## config.mk

```make
export PLATFORM = sky130hd
export DESIGN_NAME = key_debounce16_flat
export DESIGN_NICKNAME = d
export VERILOG_FILES = /design/src/rtl/key_debounce16_if.sv /design/src/rtl/key_debounce16.sv /design/src/flat_wrapper.sv
export SDC_FILE = /design/constraint.sdc
export NUM_CORES = 1
export LEC_CHECK = 0
export ABC_AREA = 1
export CORE_ASPECT_RATIO = 0.75
export CORE_UTILIZATION = 27
export CTS_CLUSTER_SIZE = 25
export DETAILED_ROUTE_END_ITERATION = 8
export GPL_TIMING_DRIVEN = 1
export PLACE_DENSITY = 0.46
export SYNTH_ARGS = -nofsm -noshare
export SYNTH_HDL_FRONTEND = slang
export SYNTH_SLANG_ARGS = --single-unit
```

## constraint.sdc

```tcl
create_clock -name CLK -period 1.87 [get_ports CLK]
set_input_delay 0.374 -clock CLK [delete_from_list [all_inputs] [get_ports CLK]]
set_output_delay 0.374 -clock CLK [all_outputs]
set_load 0.05 [all_outputs]
```

## src/rtl/key_debounce16_if.sv

```systemverilog
// Key-conditioning bus: raw keys and controls in, clean encoder lines and edge pulses out.
interface key_debounce16_if;
  logic [15:0] KeyRaw;
  logic        LatchEn;
  logic        Clear;
  logic [15:0] KeyLines;
  logic [15:0] Press;
  logic [15:0] Release;
  logic        AnyKey;

  modport master (
    output KeyRaw, LatchEn, Clear,
    input  KeyLines, Press, Release, AnyKey
  );

  modport slave (
    input  KeyRaw, LatchEn, Clear,
    output KeyLines, Press, Release, AnyKey
  );
endinterface

```

## src/rtl/key_debounce16.sv

```systemverilog
// 16-channel active-low key synchroniser and debouncer with optional pattern latch,
// feeding the cascaded priority encoders (KeyLines[15:8] high group, [7:0] low group).
module key_debounce16 #(
  parameter int unsigned TICK_DIV   = 50000,
  parameter int unsigned STABLE_CNT = 10
) (
  input logic             CLK,
  input logic             RST_N,
  key_debounce16_if.slave bus
);

  localparam int unsigned NK   = 16;
  localparam int unsigned CW   = $clog2(STABLE_CNT) + 1;
  localparam int unsigned PW   = (TICK_DIV > 1) ? $clog2(TICK_DIV) : 1;
  localparam logic [NK-1:0] IDLE = '1;

  logic [NK-1:0] r_sync1;
  logic [NK-1:0] r_sync2;
  logic [NK-1:0] r_deb;
  logic [NK-1:0] r_deb_prev;
  logic [NK-1:0] r_key_lines;
  logic [NK-1:0] r_press;
  logic [NK-1:0] r_release;
  logic          r_any_key;
  logic [PW-1:0] r_pre;
  logic [CW-1:0] r_cnt [NK];
  logic          w_tick;

  assign w_tick = (r_pre == PW'(TICK_DIV - 1));

  // Sample-tick prescaler
  always_ff @(posedge CLK or negedge RST_N) begin
    if (!RST_N) begin
      r_pre <= '0;
    end else if (w_tick) begin
      r_pre <= '0;
    end else begin
      r_pre <= r_pre + PW'(1);
    end
  end

  // Two-flop synchroniser; idle (released) is all ones
  always_ff @(posedge CLK or negedge RST_N) begin
    if (!RST_N) begin
      r_sync1 <= IDLE;
      r_sync2 <= IDLE;
    end else begin
      r_sync1 <= bus.KeyRaw;
      r_sync2 <= r_sync1;
    end
  end

  // Per-channel stability counters; any agreeing sample restarts the count
  always_ff @(posedge CLK or negedge RST_N) begin
    if (!RST_N) begin
      r_deb <= IDLE;
      for (int i = 0; i < NK; i++) r_cnt[i] <= '0;
    end else if (w_tick) begin
      for (int i = 0; i < NK; i++) begin
        if (r_sync2[i] == r_deb[i]) begin
          r_cnt[i] <= '0;
        end else if (r_cnt[i] == CW'(STABLE_CNT - 1)) begin
          r_deb[i] <= r_sync2[i];
          r_cnt[i] <= '0;
        end else begin
          r_cnt[i] <= r_cnt[i] + CW'(1);
        end
      end
    end
  end

  // Edge pulses, activity flag and encoder lines, all one cycle behind deb
  always_ff @(posedge CLK or negedge RST_N) begin
    if (!RST_N) begin
      r_deb_prev  <= IDLE;
      r_press     <= '0;
      r_release   <= '0;
      r_any_key   <= 1'b0;
      r_key_lines <= IDLE;
    end else begin
      r_deb_prev <= r_deb;
      r_press    <= r_deb_prev & ~r_deb;
      r_release  <= ~r_deb_prev & r_deb;
      r_any_key  <= ~&r_deb;
      if (bus.Clear) begin
        r_key_lines <= IDLE;
      end else if (!bus.LatchEn || (r_deb != IDLE)) begin
        r_key_lines <= r_deb;
      end
    end
  end

  assign bus.KeyLines = r_key_lines;
  assign bus.Press    = r_press;
  assign bus.Release  = r_release;
  assign bus.AnyKey   = r_any_key;

endmodule

```

## src/flat_wrapper.sv

```systemverilog
// flat-port wrapper written by rule: the top's interface ports become plain ports
module key_debounce16_flat 
#(
  parameter int unsigned TICK_DIV   = 50000,
  parameter int unsigned STABLE_CNT = 10
)
  (CLK, RST_N, bus_KeyRaw, bus_LatchEn, bus_Clear, bus_KeyLines, bus_Press, bus_Release, bus_AnyKey);
  key_debounce16_if bus_i ();
  input logic CLK;
  input logic RST_N;
  input wire logic [$bits(bus_i.KeyRaw)-1:0] bus_KeyRaw;
  input wire logic [$bits(bus_i.LatchEn)-1:0] bus_LatchEn;
  input wire logic [$bits(bus_i.Clear)-1:0] bus_Clear;
  output wire logic [$bits(bus_i.KeyLines)-1:0] bus_KeyLines;
  output wire logic [$bits(bus_i.Press)-1:0] bus_Press;
  output wire logic [$bits(bus_i.Release)-1:0] bus_Release;
  output wire logic [$bits(bus_i.AnyKey)-1:0] bus_AnyKey;
  assign bus_i.KeyRaw = bus_KeyRaw;
  assign bus_i.LatchEn = bus_LatchEn;
  assign bus_i.Clear = bus_Clear;
  assign bus_KeyLines = bus_i.KeyLines;
  assign bus_Press = bus_i.Press;
  assign bus_Release = bus_i.Release;
  assign bus_AnyKey = bus_i.AnyKey;
  key_debounce16 #(.TICK_DIV(TICK_DIV), .STABLE_CNT(STABLE_CNT)) u_core (.CLK(CLK), .RST_N(RST_N), .bus(bus_i));
endmodule
```

==> flow_summary.yaml <==
run_status:
  status: "complete, no violations"
sta:
  hold_viol: 0
  setup_viol: 0
  skew_ns: 0.00819
  fin_crit_ns: 1.75
  slew_headroom_pct: 65.7
  tightest_slew_ns: 0.515
  fin_hold_ws_ns: 0.266
  drv_slew: 0
  fin_setup_tns_ns: 0
  grt_setup_unrepaired: "false"
  post-route-period-util_pct: 93.7
  fmax_ghz: 0.571
worst_setup_path:
  slowest_stage: "dlygate4sd2_1"
  crit_arrival_ns: 1.38
  critPathLaunch: "u_core.bus.Press[8]"
  crit_fanout: 1
  worst-path-buf-inv: 1
  crit_chain: "dlygate4sd2_1"
  cp.required_ns: 1.50
  reg2reg_depth: 7
  end_kind: "primary output"
  criticalPathCategory: "register to primary output"
  cp.depth: 1
  timing.rr.start: "u_core.r_deb[6]"
  cp_slowest_stage_delay_ns: 0.53
  cp-start-kind: "register"
  path_delay_family: "buffers and inverters"
power_and_ir_drop:
  clkPwrFrac_pct: 47.3
  power_density_nw_per_um2: 790
  p_comb_share_pct: 3.7
  vdd_drop_max_v: 0.000476
  p_leak_uw: 0.00577
  power.switching_uw: 2130
  p_sw_share_pct: 22.4
  power.internal_uw: 7380
  seqPwrFrac_pct: 49.0
  p_total_uw: 9500
die:
  die-area_sq_um: 37700
  rows: 60
  die_w_um: 224
  io_pins: 69
  coreArea_sq_um: 36100
  start_util_pct: 27.6
  fp.dieH_um: 168
synthesis:
  synth_area_sq_um: 9980
  synth_compound_area_share_pct: 4.51
  synthAdderAreaFrac_pct: 4.14
  ys_seq_elements: 209
  ys_types: 28
  synth-seq-area-share_pct: 53.4
  synthCells: 1182
  synth_top_family_by_area: "simple AND/OR/NAND/NOR gates"
  syn_nets: 1235
  synth_warnings: 0
  synth_xor_area_share_pct: 1.05
  avgSynthCellArea_sq_um: 8.44
  synth-simple-area-share_pct: 30.1
  synth_mux_area_share_pct: 0
clocking:
  cts_inserted_buffers: 23
  cts_tree: "built"
  cts.sink_count: 209
  post-cts-setup-buffers: 0
  clk_pin_slew_worst_paths_ns: 0.06
  cts_root_buf: "clkbuf_16"
  cts-htree-levels: 1
  clockBufferDepth: 3
  clk_latency_ns: 0.51
layout:
  area_delta_synth_final_pct: 20.6
  final_cell_mix: "nand2_1 (369), inv_1 (138), dfrtp_1 (129), nor2_1 (123), nand3_1 (94)"
  antenna_cells: 0
  mostFrequentLayoutCell: "nand2_1"
  drive_gt1_share_pct: 16.5
  largest_reg_flops: 80
  top_register: "u_core.r_cnt"
  post-route-util_pct: 33.3
  nets: 1323
  num-fill-cells: 3739
global_route:
  grt_pass1_vias: 7143
  grt.total_usage_pct: 12.1
  grt_max_degree: 51
  grt_pass1_wl_um: 37200
  antenna_found_initial: 0
  grt_overflow: 0
drt:
  ant_nets: 0
  drt-total-wl_um: 22100
  num_vias: 7525
  drc: 0
  wire_per_inst_um: 12.4
  drtIter0Drc: 397
  via_per_inst: 4.22
  dr.pass1.iters: 5
worst_hold_path:
  hold_class: "primary input to register"
  min_from: "bus_KeyRaw[12]"
  holdPathStages: 1
job:
  maxCapViolCount: 0
placed_design:
  place_congestion: 0.763
  hpwl_um: 15200
  portBuffers: 68
==> timing repair <==
| item | in CTS | in global routing |
|---|---|---|
| endpoints found under the setup margin | 15 | 7 |
| hold buffers | 1 | 0 |
| hold endpoints to repair | 21 | 0 |
| gates resized for setup | 15 | 1 |
| cloned | 0 | 0 |
==> worst paths after layout <==
kind	to	slack (ns)
max	bus_Press[8]	0.12
min	u_core.r_sync1[12]	0.27
max reg2reg	u_core.bus.KeyLines[0]	0.18
min reg2reg	u_core.r_sync2[6]	0.36
max in group asynchronous	u_core.r_sync2[1]	0.86
min in group asynchronous	u_core.r_cnt[67]	0.32
==> power groups by stage <==
stage / Clock, uW / Sequential [uW] / Combinational (uW)
after floorplan: 0 / 4790 / 82.2
after global placement: 0 / 4740 / 366
after detailed placement: 0 / 4730 / 364
after CTS: 4690 / 4660 / 366
after global routing: 4860 / 4660 / 398
final: 4490 / 4660 / 352
==> routing by layer <==
metal / vias up / GRT usage [%] / part of all wire [%]
met5: - / 0 / 0
met4: 0 / 2.89 / 2.2
met3: 32 / 2.48 / 3.5
met2: 83 / 17.5 / 41
met1: 3490 / 18.2 / 54
li1: 3920 / - / -
==> cells in the mapped netlist <==
master      n  area [sq um]
nand2_1   369          1390
xor2_1     11          96.3
nand2_2     2          12.5
dfstp_2    80          2100
clkbuf_1    9          33.8
nor2_1    123           462
o21ai_2     6          52.6
or2_2      16           100
inv_1     138           518
inv_2       2          7.51
nand2_4     1          11.3
buf_6       5          56.3
nand3b_1   17           128
ha_1       33           413
o21bai_1    9          67.6
a21oi_1     3          15.0
nor3_1      2          10.0
nor2_4      5          56.3
nor2_2      1          6.26
nand3_2    11           110
nand3_1    94           470
buf_4       1          7.51
o21ai_0    23           115
buf_2      10          50.1
xnor2_1     1          8.76
dfrtp_1   129          3230
o21ai_1    40           200
nand4_1    41           257
==> logic make-up after synthesis <==
family / after synthesis
AND/OR/NAND/NOR: 682
flip-flops: 209
buffers and inverters: 165
AO/OA/AOI/OAI: 81
adder cells (fa/ha/maj): 33
XOR/XNOR: 12
==> stage by stage <==
| step | setup slack [ns] | instance area (sq um) | std cells |
|---|---|---|---|
| floorplan | 0.412 | 9980 | 1182 |
| global placement | 0.140 | 11300 | 1740 |
| detailed placement | 0.0792 | 11300 | 1740 |
| CTS | 0.0638 | 12000 | 1782 |
| global route | 0.0433 | 12000 | 1782 |
| finish | 0.118 | 12000 | 1782 |
==> cell type report <==
cell class	instances	area [sq um]	area share (%)
Sequential cell	209	5330	44.3
Multi-Input combinational cell	808	3990	33.1
Timing Repair Buffer	88	835	6.93
Clock buffer	36	684	5.69
Tap cell	496	621	5.16
Inverter	140	526	4.37
Clock inverter	5	56.3	0.468
Power figures use the tool's default switching activity.
